$ cat config.mk
export PLATFORM = sky130hd
export DESIGN_NAME = axi_read_arbiter_flat
export DESIGN_NICKNAME = d
export VERILOG_FILES = /design/src/rtl/axi_read_arbiter_if.sv /design/src/rtl/axi_read_arbiter.sv /design/src/flat_wrapper.sv
export SDC_FILE = /design/constraint.sdc
export NUM_CORES = 1
export LEC_CHECK = 0
export ABC_AREA = 1
export BUFFER_PORTS_ARGS = -buffer_cell sky130_fd_sc_hd__buf_2
export CORE_ASPECT_RATIO = 0.75
export CORE_UTILIZATION = 36
export CTS_CLUSTER_DIAMETER = 80
export DETAILED_ROUTE_END_ITERATION = 10
export GPL_ROUTABILITY_DRIVEN = 0
export GPL_TIMING_DRIVEN = 0
export PLACE_DENSITY = 0.78
export SYNTH_ARGS = -nofsm -noshare
export SYNTH_HDL_FRONTEND = slang
export SYNTH_SLANG_ARGS = --single-unit
$ cat constraint.sdc
create_clock -name CLK -period 1.3 [get_ports CLK]
set_input_delay 0.065 -clock CLK [delete_from_list [all_inputs] [get_ports CLK]]
set_output_delay 0.065 -clock CLK [all_outputs]
set_load 0.01 [all_outputs]
$ cat src/rtl/axi_read_arbiter_if.sv
// Bundle of requester-side, interconnect-side and status signals of axi_read_arbiter.
// master: the arbiter's view; slave: the surroundings (requesters, interconnect, monitor).
interface axi_read_arbiter_if;
    logic [31:0] S0_ARADDR;
    logic [7:0]  S0_ARLEN;
    logic        S0_ARVALID;
    logic        S0_ARREADY;
    logic [31:0] S0_RDATA;
    logic [1:0]  S0_RRESP;
    logic        S0_RLAST;
    logic        S0_RVALID;
    logic        S0_RREADY;

    logic [31:0] S1_ARADDR;
    logic [7:0]  S1_ARLEN;
    logic        S1_ARVALID;
    logic        S1_ARREADY;
    logic [31:0] S1_RDATA;
    logic [1:0]  S1_RRESP;
    logic        S1_RLAST;
    logic        S1_RVALID;
    logic        S1_RREADY;

    logic [31:0] M_AXI_ARADDR;
    logic [7:0]  M_AXI_ARLEN;
    logic [2:0]  M_AXI_ARSIZE;
    logic [1:0]  M_AXI_ARBURST;
    logic        M_AXI_ARVALID;
    logic        M_AXI_ARREADY;
    logic        M_AXI_RID;
    logic [31:0] M_AXI_RDATA;
    logic [1:0]  M_AXI_RRESP;
    logic        M_AXI_RLAST;
    logic        M_AXI_RVALID;
    logic        M_AXI_RREADY;

    logic        GRANT;
    logic        BUSY;
    logic        LEN_ERR;

    modport master (
        input  S0_ARADDR, S0_ARLEN, S0_ARVALID, S0_RREADY,
        output S0_ARREADY, S0_RDATA, S0_RRESP, S0_RLAST, S0_RVALID,
        input  S1_ARADDR, S1_ARLEN, S1_ARVALID, S1_RREADY,
        output S1_ARREADY, S1_RDATA, S1_RRESP, S1_RLAST, S1_RVALID,
        output M_AXI_ARADDR, M_AXI_ARLEN, M_AXI_ARSIZE, M_AXI_ARBURST, M_AXI_ARVALID, M_AXI_RREADY,
        input  M_AXI_ARREADY, M_AXI_RID, M_AXI_RDATA, M_AXI_RRESP, M_AXI_RLAST, M_AXI_RVALID,
        output GRANT, BUSY, LEN_ERR
    );

    modport slave (
        output S0_ARADDR, S0_ARLEN, S0_ARVALID, S0_RREADY,
        input  S0_ARREADY, S0_RDATA, S0_RRESP, S0_RLAST, S0_RVALID,
        output S1_ARADDR, S1_ARLEN, S1_ARVALID, S1_RREADY,
        input  S1_ARREADY, S1_RDATA, S1_RRESP, S1_RLAST, S1_RVALID,
        input  M_AXI_ARADDR, M_AXI_ARLEN, M_AXI_ARSIZE, M_AXI_ARBURST, M_AXI_ARVALID, M_AXI_RREADY,
        output M_AXI_ARREADY, M_AXI_RID, M_AXI_RDATA, M_AXI_RRESP, M_AXI_RLAST, M_AXI_RVALID,
        input  GRANT, BUSY, LEN_ERR
    );
endinterface

$ cat src/rtl/axi_read_arbiter.sv
// Two-requester AXI4 read arbiter sharing one AR/R master port, one burst at a time.
// Build option ARB_FIXED_PRIORITY_EN: requester 0 always wins ties (default is round-robin).
module axi_read_arbiter #(
    parameter logic [2:0] AR_SIZE  = 3'b010,
    parameter logic [1:0] AR_BURST = 2'b01
) (
    input  logic               CLK,
    input  logic               RST,
    axi_read_arbiter_if.master bus
);
    // state | meaning
    // IDLE  | no burst outstanding; arbitrate pending requests
    // ADDR  | M_AXI_ARVALID held stable until the interconnect accepts it
    // DATA  | R beats routed to the granted requester until RLAST
    typedef enum logic [1:0] {IDLE, ADDR, DATA} state_t;

    state_t      state;
    state_t      state_nxt;
    logic [31:0] araddr_q;
    logic [7:0]  arlen_q;
    logic        arvalid_q;
    logic        grant_q;
    logic        len_err_q;
    logic [8:0]  beat_cnt;
    logic        req_any;
    logic        winner;
    logic        ar_hs;
    logic        r_beat;
    logic        granted_rready;
    logic        unused_rid;

    assign req_any        = bus.S0_ARVALID | bus.S1_ARVALID;
    assign ar_hs          = (state == ADDR) & bus.M_AXI_ARREADY;
    assign granted_rready = grant_q ? bus.S1_RREADY : bus.S0_RREADY;
    assign r_beat         = (state == DATA) & bus.M_AXI_RVALID & granted_rready;
    assign unused_rid     = bus.M_AXI_RID;

`ifdef ARB_FIXED_PRIORITY_EN
    assign winner = ~bus.S0_ARVALID;
`else
    logic last_q;

    // On a tie the requester that did not finish most recently wins.
    assign winner = (bus.S0_ARVALID & bus.S1_ARVALID) ? ~last_q : bus.S1_ARVALID;

    always_ff @(posedge CLK) begin
        if (RST)
            last_q <= 1'b1;
        else if (r_beat && bus.M_AXI_RLAST)
            last_q <= grant_q;
    end
`endif

    always_ff @(posedge CLK) begin
        if (RST)
            state <= IDLE;
        else
            state <= state_nxt;
    end

    always_comb begin
        state_nxt = state;
        case (state)
            IDLE:    if (req_any) state_nxt = ADDR;
            ADDR:    if (bus.M_AXI_ARREADY) state_nxt = DATA;
            DATA:    if (r_beat && bus.M_AXI_RLAST) state_nxt = IDLE;
            default: state_nxt = IDLE;
        endcase
    end

    always_ff @(posedge CLK) begin
        if (RST) begin
            araddr_q  <= '0;
            arlen_q   <= '0;
            arvalid_q <= 1'b0;
            grant_q   <= 1'b0;
            len_err_q <= 1'b0;
            beat_cnt  <= '0;
        end else begin
            if (state == IDLE && req_any) begin
                araddr_q  <= winner ? bus.S1_ARADDR : bus.S0_ARADDR;
                arlen_q   <= winner ? bus.S1_ARLEN : bus.S0_ARLEN;
                arvalid_q <= 1'b1;
                grant_q   <= winner;
            end
            if (ar_hs) begin
                arvalid_q <= 1'b0;
                beat_cnt  <= '0;
            end
            // beat_cnt holds the index of the beat being transferred
            if (r_beat) begin
                beat_cnt <= beat_cnt + 9'd1;
                if (bus.M_AXI_RLAST && (beat_cnt != {1'b0, arlen_q}))
                    len_err_q <= 1'b1;
            end
        end
    end

    always_comb begin
        bus.S0_ARREADY   = 1'b0;
        bus.S1_ARREADY   = 1'b0;
        bus.S0_RVALID    = 1'b0;
        bus.S0_RDATA     = '0;
        bus.S0_RRESP     = '0;
        bus.S0_RLAST     = 1'b0;
        bus.S1_RVALID    = 1'b0;
        bus.S1_RDATA     = '0;
        bus.S1_RRESP     = '0;
        bus.S1_RLAST     = 1'b0;
        bus.M_AXI_RREADY = 1'b0;
        case (state)
            ADDR: begin
                if (bus.M_AXI_ARREADY) begin
                    if (grant_q) bus.S1_ARREADY = 1'b1;
                    else         bus.S0_ARREADY = 1'b1;
                end
            end
            DATA: begin
                bus.M_AXI_RREADY = granted_rready;
                if (grant_q) begin
                    bus.S1_RVALID = bus.M_AXI_RVALID;
                    bus.S1_RDATA  = bus.M_AXI_RDATA;
                    bus.S1_RRESP  = bus.M_AXI_RRESP;
                    bus.S1_RLAST  = bus.M_AXI_RLAST;
                end else begin
                    bus.S0_RVALID = bus.M_AXI_RVALID;
                    bus.S0_RDATA  = bus.M_AXI_RDATA;
                    bus.S0_RRESP  = bus.M_AXI_RRESP;
                    bus.S0_RLAST  = bus.M_AXI_RLAST;
                end
            end
            default: ;
        endcase
    end

    assign bus.M_AXI_ARADDR  = araddr_q;
    assign bus.M_AXI_ARLEN   = arlen_q;
    assign bus.M_AXI_ARSIZE  = AR_SIZE;
    assign bus.M_AXI_ARBURST = AR_BURST;
    assign bus.M_AXI_ARVALID = arvalid_q;
    assign bus.GRANT         = grant_q;
    assign bus.BUSY          = (state != IDLE);
    assign bus.LEN_ERR       = len_err_q;
endmodule
$ cat src/flat_wrapper.sv
// flat-port wrapper written by rule: the top's interface ports become plain ports
module axi_read_arbiter_flat 
#(
    parameter logic [2:0] AR_SIZE  = 3'b010,
    parameter logic [1:0] AR_BURST = 2'b01
)
  (CLK, RST, bus_S0_ARADDR, bus_S0_ARLEN, bus_S0_ARVALID, bus_S0_RREADY, bus_S0_ARREADY, bus_S0_RDATA, bus_S0_RRESP, bus_S0_RLAST, bus_S0_RVALID, bus_S1_ARADDR, bus_S1_ARLEN, bus_S1_ARVALID, bus_S1_RREADY, bus_S1_ARREADY, bus_S1_RDATA, bus_S1_RRESP, bus_S1_RLAST, bus_S1_RVALID, bus_M_AXI_ARADDR, bus_M_AXI_ARLEN, bus_M_AXI_ARSIZE, bus_M_AXI_ARBURST, bus_M_AXI_ARVALID, bus_M_AXI_RREADY, bus_M_AXI_ARREADY, bus_M_AXI_RID, bus_M_AXI_RDATA, bus_M_AXI_RRESP, bus_M_AXI_RLAST, bus_M_AXI_RVALID, bus_GRANT, bus_BUSY, bus_LEN_ERR);
  axi_read_arbiter_if bus_i ();
  input  logic CLK;
  input  logic RST;
  input wire logic [$bits(bus_i.S0_ARADDR)-1:0] bus_S0_ARADDR;
  input wire logic [$bits(bus_i.S0_ARLEN)-1:0] bus_S0_ARLEN;
  input wire logic [$bits(bus_i.S0_ARVALID)-1:0] bus_S0_ARVALID;
  input wire logic [$bits(bus_i.S0_RREADY)-1:0] bus_S0_RREADY;
  output wire logic [$bits(bus_i.S0_ARREADY)-1:0] bus_S0_ARREADY;
  output wire logic [$bits(bus_i.S0_RDATA)-1:0] bus_S0_RDATA;
  output wire logic [$bits(bus_i.S0_RRESP)-1:0] bus_S0_RRESP;
  output wire logic [$bits(bus_i.S0_RLAST)-1:0] bus_S0_RLAST;
  output wire logic [$bits(bus_i.S0_RVALID)-1:0] bus_S0_RVALID;
  input wire logic [$bits(bus_i.S1_ARADDR)-1:0] bus_S1_ARADDR;
  input wire logic [$bits(bus_i.S1_ARLEN)-1:0] bus_S1_ARLEN;
  input wire logic [$bits(bus_i.S1_ARVALID)-1:0] bus_S1_ARVALID;
  input wire logic [$bits(bus_i.S1_RREADY)-1:0] bus_S1_RREADY;
  output wire logic [$bits(bus_i.S1_ARREADY)-1:0] bus_S1_ARREADY;
  output wire logic [$bits(bus_i.S1_RDATA)-1:0] bus_S1_RDATA;
  output wire logic [$bits(bus_i.S1_RRESP)-1:0] bus_S1_RRESP;
  output wire logic [$bits(bus_i.S1_RLAST)-1:0] bus_S1_RLAST;
  output wire logic [$bits(bus_i.S1_RVALID)-1:0] bus_S1_RVALID;
  output wire logic [$bits(bus_i.M_AXI_ARADDR)-1:0] bus_M_AXI_ARADDR;
  output wire logic [$bits(bus_i.M_AXI_ARLEN)-1:0] bus_M_AXI_ARLEN;
  output wire logic [$bits(bus_i.M_AXI_ARSIZE)-1:0] bus_M_AXI_ARSIZE;
  output wire logic [$bits(bus_i.M_AXI_ARBURST)-1:0] bus_M_AXI_ARBURST;
  output wire logic [$bits(bus_i.M_AXI_ARVALID)-1:0] bus_M_AXI_ARVALID;
  output wire logic [$bits(bus_i.M_AXI_RREADY)-1:0] bus_M_AXI_RREADY;
  input wire logic [$bits(bus_i.M_AXI_ARREADY)-1:0] bus_M_AXI_ARREADY;
  input wire logic [$bits(bus_i.M_AXI_RID)-1:0] bus_M_AXI_RID;
  input wire logic [$bits(bus_i.M_AXI_RDATA)-1:0] bus_M_AXI_RDATA;
  input wire logic [$bits(bus_i.M_AXI_RRESP)-1:0] bus_M_AXI_RRESP;
  input wire logic [$bits(bus_i.M_AXI_RLAST)-1:0] bus_M_AXI_RLAST;
  input wire logic [$bits(bus_i.M_AXI_RVALID)-1:0] bus_M_AXI_RVALID;
  output wire logic [$bits(bus_i.GRANT)-1:0] bus_GRANT;
  output wire logic [$bits(bus_i.BUSY)-1:0] bus_BUSY;
  output wire logic [$bits(bus_i.LEN_ERR)-1:0] bus_LEN_ERR;
  assign bus_i.S0_ARADDR = bus_S0_ARADDR;
  assign bus_i.S0_ARLEN = bus_S0_ARLEN;
  assign bus_i.S0_ARVALID = bus_S0_ARVALID;
  assign bus_i.S0_RREADY = bus_S0_RREADY;
  assign bus_S0_ARREADY = bus_i.S0_ARREADY;
  assign bus_S0_RDATA = bus_i.S0_RDATA;
  assign bus_S0_RRESP = bus_i.S0_RRESP;
  assign bus_S0_RLAST = bus_i.S0_RLAST;
  assign bus_S0_RVALID = bus_i.S0_RVALID;
  assign bus_i.S1_ARADDR = bus_S1_ARADDR;
  assign bus_i.S1_ARLEN = bus_S1_ARLEN;
  assign bus_i.S1_ARVALID = bus_S1_ARVALID;
  assign bus_i.S1_RREADY = bus_S1_RREADY;
  assign bus_S1_ARREADY = bus_i.S1_ARREADY;
  assign bus_S1_RDATA = bus_i.S1_RDATA;
  assign bus_S1_RRESP = bus_i.S1_RRESP;
  assign bus_S1_RLAST = bus_i.S1_RLAST;
  assign bus_S1_RVALID = bus_i.S1_RVALID;
  assign bus_M_AXI_ARADDR = bus_i.M_AXI_ARADDR;
  assign bus_M_AXI_ARLEN = bus_i.M_AXI_ARLEN;
  assign bus_M_AXI_ARSIZE = bus_i.M_AXI_ARSIZE;
  assign bus_M_AXI_ARBURST = bus_i.M_AXI_ARBURST;
  assign bus_M_AXI_ARVALID = bus_i.M_AXI_ARVALID;
  assign bus_M_AXI_RREADY = bus_i.M_AXI_RREADY;
  assign bus_i.M_AXI_ARREADY = bus_M_AXI_ARREADY;
  assign bus_i.M_AXI_RID = bus_M_AXI_RID;
  assign bus_i.M_AXI_RDATA = bus_M_AXI_RDATA;
  assign bus_i.M_AXI_RRESP = bus_M_AXI_RRESP;
  assign bus_i.M_AXI_RLAST = bus_M_AXI_RLAST;
  assign bus_i.M_AXI_RVALID = bus_M_AXI_RVALID;
  assign bus_GRANT = bus_i.GRANT;
  assign bus_BUSY = bus_i.BUSY;
  assign bus_LEN_ERR = bus_i.LEN_ERR;
  axi_read_arbiter #(.AR_SIZE(AR_SIZE), .AR_BURST(AR_BURST)) u_core (.CLK(CLK), .RST(RST), .bus(bus_i));
endmodule
# == Word level (Yosys, flattened, before mapping) ==
# Cells that the tools add are included.
# W data, S select, Z words.
# classes
add_sub_neg,1
eq_ne,6
mux,33
bitwise,6
n_reduce_logical,9
# op_table
cell,n
$mux W32,5
$mux W9,2
$mux W1,17
$mux W2,7
$add A9 B1 Y9 const B,1
$ne A9 B8 Y1,1
$mux W8,1
$pmux W2 S3,1
$and A1 B1 Y1,4
$ne A2 B2 Y1 const B,2
$reduce_bool A2 Y1,2
$logic_and A1 B1 Y1,3
$reduce_and A3 Y1,1
$eq A2 B1 Y1 const B,1
$eq A2 B2 Y1 const B,1
$logic_not A2 Y1,1
$ne A2 B1 Y1 const B,1
$reduce_and A2 Y1,1
$reduce_or A2 Y1,1
$not A1 Y1,1
$or A1 B1 Y1,1
# totals
regBits,55
elab_cells,63

# == Depth between registers and ports, before layout ==
# Gate-level depths: netlist of run 1.
# depth
ltp_word,6
ltp_mapped,9

# == Worst setup path after synthesis of run 1 ==
# Ideal clock, no wire load.
# synth_path
path_kind,flip-flop to flip-flop
start,register u_core.beat_cnt[0]
end,register u_core.beat_cnt[8]
setup_time_ns,0.117
t_arrival_ns,1.091
required_time_ns,1.183
slack_ns,0.092
path_stages_with_launch,9
n_path_buf,0
period_less_slack_ns,1.208
path_cell_list,dfxtp_1 > ha_1 > nand2_1 > nor2_1 > nand3_1 > nor2_1 > nand3_1 > nand2_1 > nor2_1
# synth_between
elab_chain_cells,2
# synth_rtl
item,line,rtl
"start, declared",axi_read_arbiter.sv:24,logic [8:0] beat_cnt;
"start signal, assigned",axi_read_arbiter.sv:92,beat_cnt <= beat_cnt + 9'd1;
$add A9 B1 Y9,axi_read_arbiter.sv:92,
$mux W9,axi_read_arbiter.sv:91,if (r_beat) begin
# No other way between the ends.
# A chain may end at the register's enable or synchronous reset.

# == Worst setup path in the final report of run 1 ==
# layout_path
start,register u_core.state[0]
end,register u_core.beat_cnt[4]
# layout_between
elab_chain_cells,4
# layout_rtl
item,line,rtl
"start, declared",axi_read_arbiter.sv:17,state_t state;
"start signal, assigned",axi_read_arbiter.sv:58,state <= state_nxt;
$eq A2 B2 Y1,axi_read_arbiter.sv:35,assign r_beat = (state == DATA) & bus.M_AXI_RVALID & granted_rready;
$and A1 B1 Y1 (2 in series),axi_read_arbiter.sv:35,
$mux W9 or $reduce_bool A2 Y1 (tied branches),-,
# Several ways; a longest one is shown, not always the timed one.

==> summary.log, run 1 <==
[floorplan] count of pins on the block boundary 248
[clocking] CTS tree yes
[worst_setup_path] count of cells along the worst register-to-register path 10
[power_and_ir_drop] total power density per cell area 888 mW/mm²
[synthesis] Post-synth ARST share 0
[power_and_ir_drop] Switching Share 0.325
[worst_setup_path] data arrival at the endpoint of the critical path 1.60 ns
[synthesis] Commonest cells post-synth nand2_1 (124), nor2_1 (89), inv_1 (57)
[timing] Rel. slew slack 0.640
[timing] achievable clock frequency 711 MHz
[finish] Sequential Area 0.00111 mm²
[place] HPWL reported at the end of detailed placement 8400 µm
[timing] final hold violation count 0
[route] Via Count 4260
[floorplan] floorplan die width 109 µm
[clocking] clock buffers created by TritonCTS 5
[finish] synthesis-to-finish area growth 76.2%
[timing] final clock skew 0.00638 ns
[timing] setup slack of the critical path after layout -0.107 ns
[synthesis] number of warnings reported in the yosys synthesis log 0
[synthesis] flop and latch count out of synthesis 55
[finish] diode count 0
[floorplan] Row Count 28
[clocking] root buf cell clkbuf_16
[route] drt total wl 12400 µm
[clocking] cts-stage hold buffer count 0
[timing] setup repair after global routing missed its margin true
[synthesis] EDFF count, synth 0
[route] average wire length per cell after detail routing 14.2 µm
[clocking] H-tree Lvls 2
[power_and_ir_drop] internal power 0.00323 W
[place] cell area reported after detailed placement 0.00441 mm²
[floorplan] Starting Density 0.380
[worst_setup_path] Worst Path Class, Setup flip-flop to flip-flop
[timing] Worst-Margin Slew 0.540 ns
[clocking] clock edge transition at the registers on the reported setup and hold paths 0.07 ns
[finish] layout cell share with drive strength beyond 1 0.516
[worst_setup_path] endpoint required time on the critical path 1.49 ns
[outcome] outcome finished with violations
[power_and_ir_drop] PnR Total Power 0.00479 W
[synthesis] portion of synthesized cell area occupied by the leading cell type 0.359
[finish] Layout Nets 891
[clocking] insertion delay of the later-clocked pin in the worst-skew pair 0.30 ns
[global_routing] first-pass GRT wire length 17700 µm
[global_routing] pin count of the biggest net entering global routing 17
[timing] Period minus WS final 1.41 ns
[synthesis] library cell with the largest summed area after synthesis dfxtp_1
[power_and_ir_drop] leakage dissipation 2.87 nW
[global_routing] final global-route overflow total 0
[worst_setup_path] Reg2Reg Launch Point u_core.state[0]
[clocking] Sinks on Clock Net 55
[timing] share of the clock period used by the worst path after layout 1.08
[floorplan] die area 0.00888 mm²
[worst_setup_path] Critical Path Source u_core.state[0]
[route] number of nets still failing antenna checks after routing 0
[route] DRC errors left 0
[route] DR vias/cell 4.89
[floorplan] floorplan core area 0.00806 mm²
[global_routing] vias in the first global route 3718
[global_routing] number of antenna violations at the first check in global routing 0
[power_and_ir_drop] part of the total power dissipated in the clock network 0.280
[worst_setup_path] Critical path destination u_core.beat_cnt[4]
[worst_setup_path] terminus of the critical flop-to-flop path u_core.beat_cnt[4]
[worst_setup_path] crit path max fanout 5
[synthesis] Unique masters post-synth 27
[synthesis] leading cell type by number of instances after synthesis nand2_1
[power_and_ir_drop] switching power 0.00156 W
[power_and_ir_drop] worst IR drop on VDD 0.585 mV
[worst_setup_path] startpoint types flip-flop
[synthesis] post-synthesis instance area 0.00306 mm²
[synthesis] sequential cell area fraction in the yosys report 0.359
[worst_setup_path] slowest cell on the critical path dfxtp_2
[power_and_ir_drop] logic gate share of total power 0.309
[timing] final slew viol count 0
[floorplan] Die Span Y 81.9 µm
[outcome] failing checks negative setup slack
[clocking] CTS Buffer Depth 2
[timing] Final setup violation count 104
[worst_setup_path] reg2reg setup slack -0.11 ns
[finish] Fillers 743
[worst_setup_path] series of cell instances along the critical path inv_2 -> nand2_4 -> clkinv_8 -> buf_4 -> nand4_4 -> inv_4 -> buf_6 -> nand3_2 -> nand2_2 -> a21oi_2
[synthesis] most used flip-flop cell after synthesis dfxtp_1
[finish] Layout Utilization 0.670
[min_path] class of the worst hold path input port to flip-flop
[synthesis] Avg Cell Area, Syn 6.26 µm²
[power_and_ir_drop] sequential group share of total power 0.412
[route] first drt pass iteration count 5
[route] detailed router's first-iteration violation count 238
[worst_setup_path] endpoint kind of the worst setup timing path flip-flop
[synthesis] leading cell types by total area after synthesis dfxtp_1 (36%), nand2_1 (15%), nor2_1 (11%)
[finish] design area 0.00540 mm²
[worst_setup_path] delay contributed by the slowest stage of the critical path 0.33 ns
[finish] area of combinational cells with multiple inputs 0.00191 mm²
[run] number of violations of the max-capacitance limit 0
[global_routing] Overall Global Routing Usage 0.250
[place] Port Buffer Count 240
[synthesis] post-synthesis instance total 489
==> kinds of logic after synthesis <==
| family | Yosys count | share of synthesized area |
|---|---|---|
| buffers and inverters | 97 | 0.142 |
| AO/OA/AOI/OAI | 101 | 0.184 |
| AND/OR/NAND/NOR | 231 | 0.302 |
| flip-flops | 55 | 0.359 |
| adder cells (fa/ha/maj) | 1 | 0.00408 |
| XOR/XNOR | 2 | 0.00572 |
| other | 2 | 0.00245 |
==> critical path: cells and delay by family, from the launching register on <==
| kind | cells | cell delay [ns] |
|---|---|---|
| buf+inv | 5 | 0.54 |
| compound gates | 1 | 0.05 |
| flops | 1 | 0.33 |
| simple gates | 4 | 0.37 |
==> power groups by stage <==
stage	Sequential, W	Combinational, W	Clock, W
after floorplan	0.00207	0.000609	0
after global placement	0.00200	0.00120	0
after detailed placement	0.00200	0.00122	0
after CTS	0.00197	0.00135	0.00135
after global routing	0.00199	0.00161	0.00143
final	0.00197	0.00148	0.00134
==> sequential cells by signal, summed over array words and instances (netlist names) <==
register                  cells
u_core.bus.M_AXI_ARADDR      32
u_core.bus.M_AXI_ARVALID      1
u_core.bus.LEN_ERR            1
u_core.last_q                 1
u_core.bus.M_AXI_ARLEN        8
u_core.state                  2
u_core.bus.GRANT              1
u_core.beat_cnt               9
==> final cells by class <==
class                   instances  share of cell area
inverters                      63              0.0471
repair buffers                265               0.288
multi-input cells             342               0.354
clock inverters                 2             0.00232
flip-flops and latches         55               0.206
well taps                     105              0.0243
plain buffers                  34              0.0549
clock buffers                   6              0.0239
==> placed cells by master (no fill, tap or decap), drive strengths merged <==
cell and instances:
a21oi 13, a22oi 1, a31oi 40, buf 287, clkbuf 18, clkinv 2, clkinvlp 1, conb 5
dfxtp 55, ha 1, inv 62, nand2 126, nand3 9, nand3b 1, nand4 2, nor2 91
nor3 2, o211ai 1, o21ai 46, or2 2, xnor2 2
==> how the worst min path moves through the flow <==
| stage | start | to | slack, ns | depth (start not counted) |
|---|---|---|---|---|
| after floorplan | bus_S1_ARLEN[1] | u_core.bus.M_AXI_ARLEN[1] | 0.22 | 2 |
| final | bus_S0_ARADDR[29] | u_core.bus.M_AXI_ARADDR[29] | 0.03 | 3 |
| after global routing | bus_S0_ARADDR[15] | u_core.bus.M_AXI_ARADDR[15] | 0.03 | 3 |
| after CTS | bus_S0_ARADDR[29] | u_core.bus.M_AXI_ARADDR[29] | 0.03 | 3 |
| after global placement | bus_S1_ARADDR[31] | u_core.bus.M_AXI_ARADDR[31] | 0.34 | 3 |
| after detailed placement | bus_S1_ARADDR[31] | u_core.bus.M_AXI_ARADDR[31] | 0.34 | 3 |
==> what timing repair did <==
item                                    4_1_cts  5_1_grt
pin swaps                                     7       11
gates cloned                                 10        0
resized for setup                            77      120
setup buffers                                14        3
endpoints found under the setup margin      122      126
==> per-stage QoR <==
stage / setup TNS [ns] / hold WS, ns / worst slack [ns] / std cells
after floorplan: 0 / 0.218 / 0.0918 / 492
after global placement: -1.46 / 0.335 / -0.0716 / 837
after detailed placement: -2.78 / 0.340 / -0.0781 / 837
after CTS: -3.06 / 0.0282 / -0.0669 / 869
after global routing: -11.71 / 0.0285 / -0.162 / 872
final: -5.54 / 0.0271 / -0.107 / 872
==> layer usage <==
metal	vias to the layer above	global-route usage	routed length (µm)
li1	2101	-	-
met1	1955	0.337	5230
met2	170	0.404	6130
met3	34	0.0357	685
met4	0	0.0973	353
met5	-	0	0
Power figures use the tool's default switching activity.
==> inputs of run 2 (changes only) <==
Settings changed: CORE_AREA from default to 2 2 95 97, CORE_ASPECT_RATIO 0.75 to default, CORE_UTILIZATION 36 to default, DIE_AREA from default to 0 0 97 99, HOLD_SLACK_MARGIN from default to 0.08, PLACE_DENSITY 0.78 to 0.75.
Clock period 1.3 ns to 1.5 ns, I/O delays scaled along.
==> run 2 against run 1 <==
Via count increased by 10%. Clock skew rose by 0.0059 ns. The run now ends clean. Utilization decreased by 1.5 points. Combinational power is 9% lower. Total power is 17% lower. Worst hold slack improved by 0.13 ns.
==> summary.log, run 2 (synthesized netlist as in run 1, its figures left out) <==
[outcome] outcome complete, no violations
[timing] share of the clock period used by the worst path after layout 0.972
[clocking] CTS Buffer Depth 2
[timing] final slew viol count 0
[route] average wire length per cell after detail routing 16.1 µm
[floorplan] Starting Density 0.358
[floorplan] floorplan core area 0.00855 mm²
[global_routing] first-pass GRT wire length 22900 µm
[route] drt total wl 15100 µm
[place] HPWL reported at the end of detailed placement 9450 µm
[worst_setup_path] Worst Path Class, Setup flip-flop to primary output
[timing] setup slack of the critical path after layout 0.0414 ns
[global_routing] number of antenna violations at the first check in global routing 0
[floorplan] die area 0.00960 mm²
[worst_setup_path] endpoint kind of the worst setup timing path primary output
[min_path] class of the worst hold path input port to flip-flop
[finish] Layout Utilization 0.655
[worst_setup_path] startpoint types flip-flop
[worst_setup_path] slowest cell on the critical path dfxtp_2
[finish] Largest register FFs 32
[finish] synthesis-to-finish area growth 82.9%
[place] worst slack at placement 0.0535 ns
[global_routing] Overall Global Routing Usage 0.294
[finish] layout cell share with drive strength beyond 1 0.385
[finish] most common library cell in the layout ignoring fill and taps buf_2
[route] detailed router's first-iteration violation count 226
[finish] commonest non-fill, non-tap cells in the layout buf_2 (245), nand2_1 (120), dlygate4sd3_1 (81)
[clocking] clock edge transition at the registers on the reported setup and hold paths 0.11 ns
[floorplan] count of pins on the block boundary 248
[route] DR vias/cell 5.02
[route] first drt pass iteration count 7
[worst_setup_path] data arrival at the endpoint of the critical path 1.38 ns
[finish] Layout Nets 953
[power_and_ir_drop] total power density per cell area 708 mW/mm²
[clocking] CTS tree yes
[global_routing] final global-route overflow total 0
[route] Via Count 4704
[clocking] root buf cell clkbuf_8
[route] number of nets still failing antenna checks after routing 0
[clocking] insertion delay of the later-clocked pin in the worst-skew pair 0.31 ns
[floorplan] Die Span Y 99 µm
[clocking] H-tree Lvls 2
[clocking] clock buffers created by TritonCTS 5
[worst_setup_path] crit path max fanout 5
[run] number of violations of the max-capacitance limit 0
[power_and_ir_drop] leakage dissipation 3.08 nW
[floorplan] Row Count 34
[global_routing] vias in the first global route 4639
[timing] achievable clock frequency 686 MHz
[power_and_ir_drop] worst IR drop on VDD 0.630 mV
[worst_setup_path] delay contributed by the slowest stage of the critical path 0.34 ns
[timing] Period minus WS final 1.46 ns
[clocking] Sinks on Clock Net 55
[finish] Fillers 713
[timing] final clock skew 0.0123 ns
[finish] diode count 0
[route] DRC errors left 0
[place] Port Buffer Count 240
[place] cell area reported after detailed placement 0.00441 mm²
[finish] design area 0.00560 mm²
[timing] Fin Hold WS 0.156 ns
[worst_setup_path] series of cell instances along the critical path inv_2 -> nand2_4 -> inv_8 -> nand2_4 -> buf_8 -> nor2_1 -> buf_2
[timing] final hold violation count 0
[worst_setup_path] endpoint required time on the critical path 1.42 ns
[worst_setup_path] CP most frequent cell nand2_4
[floorplan] floorplan die width 97 µm
[timing] Final setup violation count 0
[global_routing] pin count of the biggest net entering global routing 19
[run 2: worst max-delay path, delay by kind of cell, from the launching register on]
family / cells / cell delay [ns]
buffers and inverters: 4 / 0.47
flip-flops: 1 / 0.34
AND/OR/NAND/NOR: 3 / 0.27
[run 2: repair_timing]
action	CTS	global route
hold buffers	81	0
setup buffers	1	3
endpoints found under the setup margin	60	91
gates resized for setup	15	46
gates cloned	0	4
endpoints found under the hold margin	41	0
pin swaps	0	2
[run 2: worst paths after layout]
check	from	to	slack [ns]	depth (start not counted)
max reg2reg	u_core.state[1]	u_core.bus.M_AXI_ARADDR[12]	0.09	6
min reg2reg	u_core.bus.LEN_ERR	u_core.bus.LEN_ERR	0.45	2
max	u_core.state[0]	bus_S1_RDATA[10]	0.04	7
min	bus_S0_ARVALID	u_core.bus.M_AXI_ARADDR[31]	0.16	4
[run 2: per-stage QoR]
stage / instances / power [W] / setup TNS, ns
floorplan: 492 / 0.00232 / 0
global placement: 840 / 0.00279 / 0
detailed placement: 840 / 0.00281 / 0
CTS: 930 / 0.00388 / -0.110
global route: 937 / 0.00416 / -0.157
finish: 937 / 0.00397 / 0
[run 2: layer usage]
layer / share of wire / vias up / GRT usage
li1: - / 2215 / -
met2: 0.51 / 322 / 0.540
met1: 0.36 / 2107 / 0.316
met3: 0.089 / 60 / 0.0709
met5: 0 / - / 0
met4: 0.039 / 0 / 0.141
[run 2: report_power, final]
part | switching, W | total (W) | internal [W]
registers | 0.000121 | 0.00173 | 0.00161
clock network | 0.000513 | 0.000900 | 0.000387
logic | 0.000714 | 0.00134 | 0.000623
total | 0.00135 | 0.00397 | 0.00262
[run 2: area by class of cell]
cell class	count	area [µm²]	share of cell area
Tap cell	108	135	0.0241
Timing Repair Buffer	328	2120	0.379
Clock buffer	6	82.6	0.0147
Buffer	34	253	0.0451
Inverter	63	244	0.0435
Multi-Input combinational cell	341	1640	0.292
Sequential cell	55	1110	0.198
Clock inverter	2	18.8	0.00335
==> inputs of run 3 (changes only) <==
Settings changed: CORE_AREA 2 2 95 97 to 2 2 96 98, CTS_BUF_LIST from default to sky130_fd_sc_hd__clkbuf_8, DIE_AREA 0 0 97 99 to 0 0 98 100, PLACE_DENSITY 0.75 to 0.73, TNS_END_PERCENT from default to 20.
==> run 3 against run 2 <==
Die area is 2.1% higher. Worst setup slack worse by 0.034 ns. Via count is 0.30% higher. Highest routed layer unchanged.
==> summary.log, run 3 (synthesized netlist as in run 1, its figures left out) <==
[floorplan] Die Span Y 100 µm
[floorplan] Starting Density 0.345
[timing] final clock skew 0.0116 ns
[route] DRC errors left 0
[timing] achievable clock frequency 670 MHz
[clocking] Sinks on Clock Net 55
[route] first drt pass iteration count 5
[clocking] root buf cell clkbuf_8
[finish] commonest non-fill, non-tap cells in the layout buf_2 (244), nand2_1 (120), nor2_1 (81), dlygate4sd3_1 (81), inv_1 (57)
[clocking] clock buffers created by TritonCTS 5
[worst_setup_path] crit path max fanout 8
[floorplan] die area 0.00980 mm²
[finish] layout cell share with drive strength beyond 1 0.372
[worst_setup_path] series of cell instances along the critical path clkinvlp_4 -> nand2_4 -> clkbuf_16 -> nor2_1 -> buf_2
[worst_setup_path] family of cells with the greatest summed delay on the critical path buffers and inverters
[timing] share of the clock period used by the worst path after layout 0.995
[floorplan] floorplan core area 0.00889 mm²
[finish] Fillers 733
[floorplan] count of pins on the block boundary 248
[clocking] H-tree Lvls 2
[timing] Period minus WS final 1.49 ns
[route] detailed router's first-iteration violation count 221
[power_and_ir_drop] leakage dissipation 3.08 nW
[global_routing] pin count of the biggest net entering global routing 16
[worst_setup_path] endpoint kind of the worst setup timing path primary output
[global_routing] first-pass GRT wire length 21700 µm
[clocking] clock edge transition at the registers on the reported setup and hold paths 0.10 ns
[place] Port Buffer Count 240
[finish] Layout Nets 955
[floorplan] Row Count 35
[finish] Sequential Area 0.00111 mm²
[worst_setup_path] endpoint required time on the critical path 1.42 ns
[clocking] CTS tree yes
[global_routing] number of antenna violations at the first check in global routing 0
[global_routing] vias in the first global route 4557
[global_routing] final global-route overflow total 0
[min_path] class of the worst hold path input port to flip-flop
[timing] Fin Hold WS 0.166 ns
[power_and_ir_drop] total power density per cell area 722 mW/mm²
[global_routing] Overall Global Routing Usage 0.271
[worst_setup_path] delay contributed by the slowest stage of the critical path 0.43 ns
[finish] synthesis-to-finish area growth 82.4%
[outcome] outcome complete, no violations
[route] DR vias/cell 5.01
[worst_setup_path] buffers and inverters on the worst path 3
[timing] Final setup violation count 0
[clocking] insertion delay of the later-clocked pin in the worst-skew pair 0.31 ns
[finish] Largest register FFs 32
[timing] setup repair after global routing missed its margin true
[route] number of nets still failing antenna checks after routing 0
[place] HPWL reported at the end of detailed placement 9280 µm
[power_and_ir_drop] worst IR drop on VDD 0.457 mV
[worst_setup_path] startpoint types flip-flop
[clocking] CTS Buffer Depth 2
[run] number of violations of the max-capacitance limit 0
[timing] final hold violation count 0
[timing] final slew viol count 0
[timing] Fin Setup TNS 0 ns
[worst_setup_path] Worst Path Class, Setup flip-flop to primary output
[finish] most common library cell in the layout ignoring fill and taps buf_2
[route] drt total wl 14600 µm
[route] Via Count 4718
[finish] area of combinational cells with multiple inputs 0.00162 mm²
[finish] diode count 0
[route] average wire length per cell after detail routing 15.5 µm
[floorplan] floorplan die width 98 µm
[worst_setup_path] data arrival at the endpoint of the critical path 1.42 ns
[worst_setup_path] slowest cell on the critical path dfxtp_4
run 3: layout make-up:
cell class                 instances  share of cell area
tap                              111              0.0249
multi-input combinational        341               0.290
buffer                            34              0.0446
timing repair buffer             330               0.380
inverter                          63              0.0439
clock buffer                       5              0.0123
sequential                        55               0.198
clock inverter                     2             0.00605
run 3: power by group:
| group | internal [W] | total, W | switching [W] |
|---|---|---|---|
| logic | 0.000640 | 0.00135 | 0.000714 |
| clock network | 0.000484 | 0.000961 | 0.000477 |
| registers | 0.00161 | 0.00172 | 0.000111 |
| total | 0.00273 | 0.00403 | 0.00130 |
run 3: worst paths after layout:
kind / startpoint / endpoint / slack [ns] / cells after the start
min reg2reg: u_core.bus.LEN_ERR / u_core.bus.LEN_ERR / 0.46 / 2
max reg2reg: u_core.state[1] / u_core.bus.M_AXI_ARADDR[10] / 0.07 / 6
min: bus_S0_ARVALID / u_core.bus.M_AXI_ARADDR[31] / 0.17 / 4
max: u_core.bus.GRANT / bus_S0_RDATA[14] / 0.007 / 5
run 3: worst register-to-register path, stage by stage (launching register included):
cell and delay (ns):
dfxtp_1 0.34, or2_4 0.27, nor2_4 0.09, buf_6 0.17, buf_6 0.16, o21ai_1 0.08, a31oi_1 0.24
run 3: routing by layer:
| layer | global-route usage | part of all wire | wire length (µm) | vias up |
|---|---|---|---|---|
| li1 | - | - | - | 2225 |
| met1 | 0.275 | 0.35 | 5130 | 2126 |
| met2 | 0.507 | 0.51 | 7400 | 290 |
| met3 | 0.0745 | 0.094 | 1370 | 77 |
| met4 | 0.141 | 0.045 | 649 | 0 |
| met5 | 0 | 0 | 0 | - |
run 3: repair_timing:
action                                  4_1_cts  5_1_grt
cloned                                        0        4
gates resized for setup                      17       35
hold buffers                                 81        0
setup buffers                                 2        4
endpoints found under the setup margin       64       94
pin swaps                                     1        2
hold endpoints to repair                     41        0
run 3: through the flow:
step	utilization	power (W)	std cells	setup WS, ns	area (µm²)
finish	0.628	0.00403	941	0.00714	5590
global route	0.628	0.00424	941	-0.115	5590
CTS	0.607	0.00393	933	-0.00665	5400
detailed placement	0.497	0.00280	843	0.0365	4410
global placement	0.497	0.00279	843	0.0585	4410
floorplan	-	0.00232	492	0.292	3070
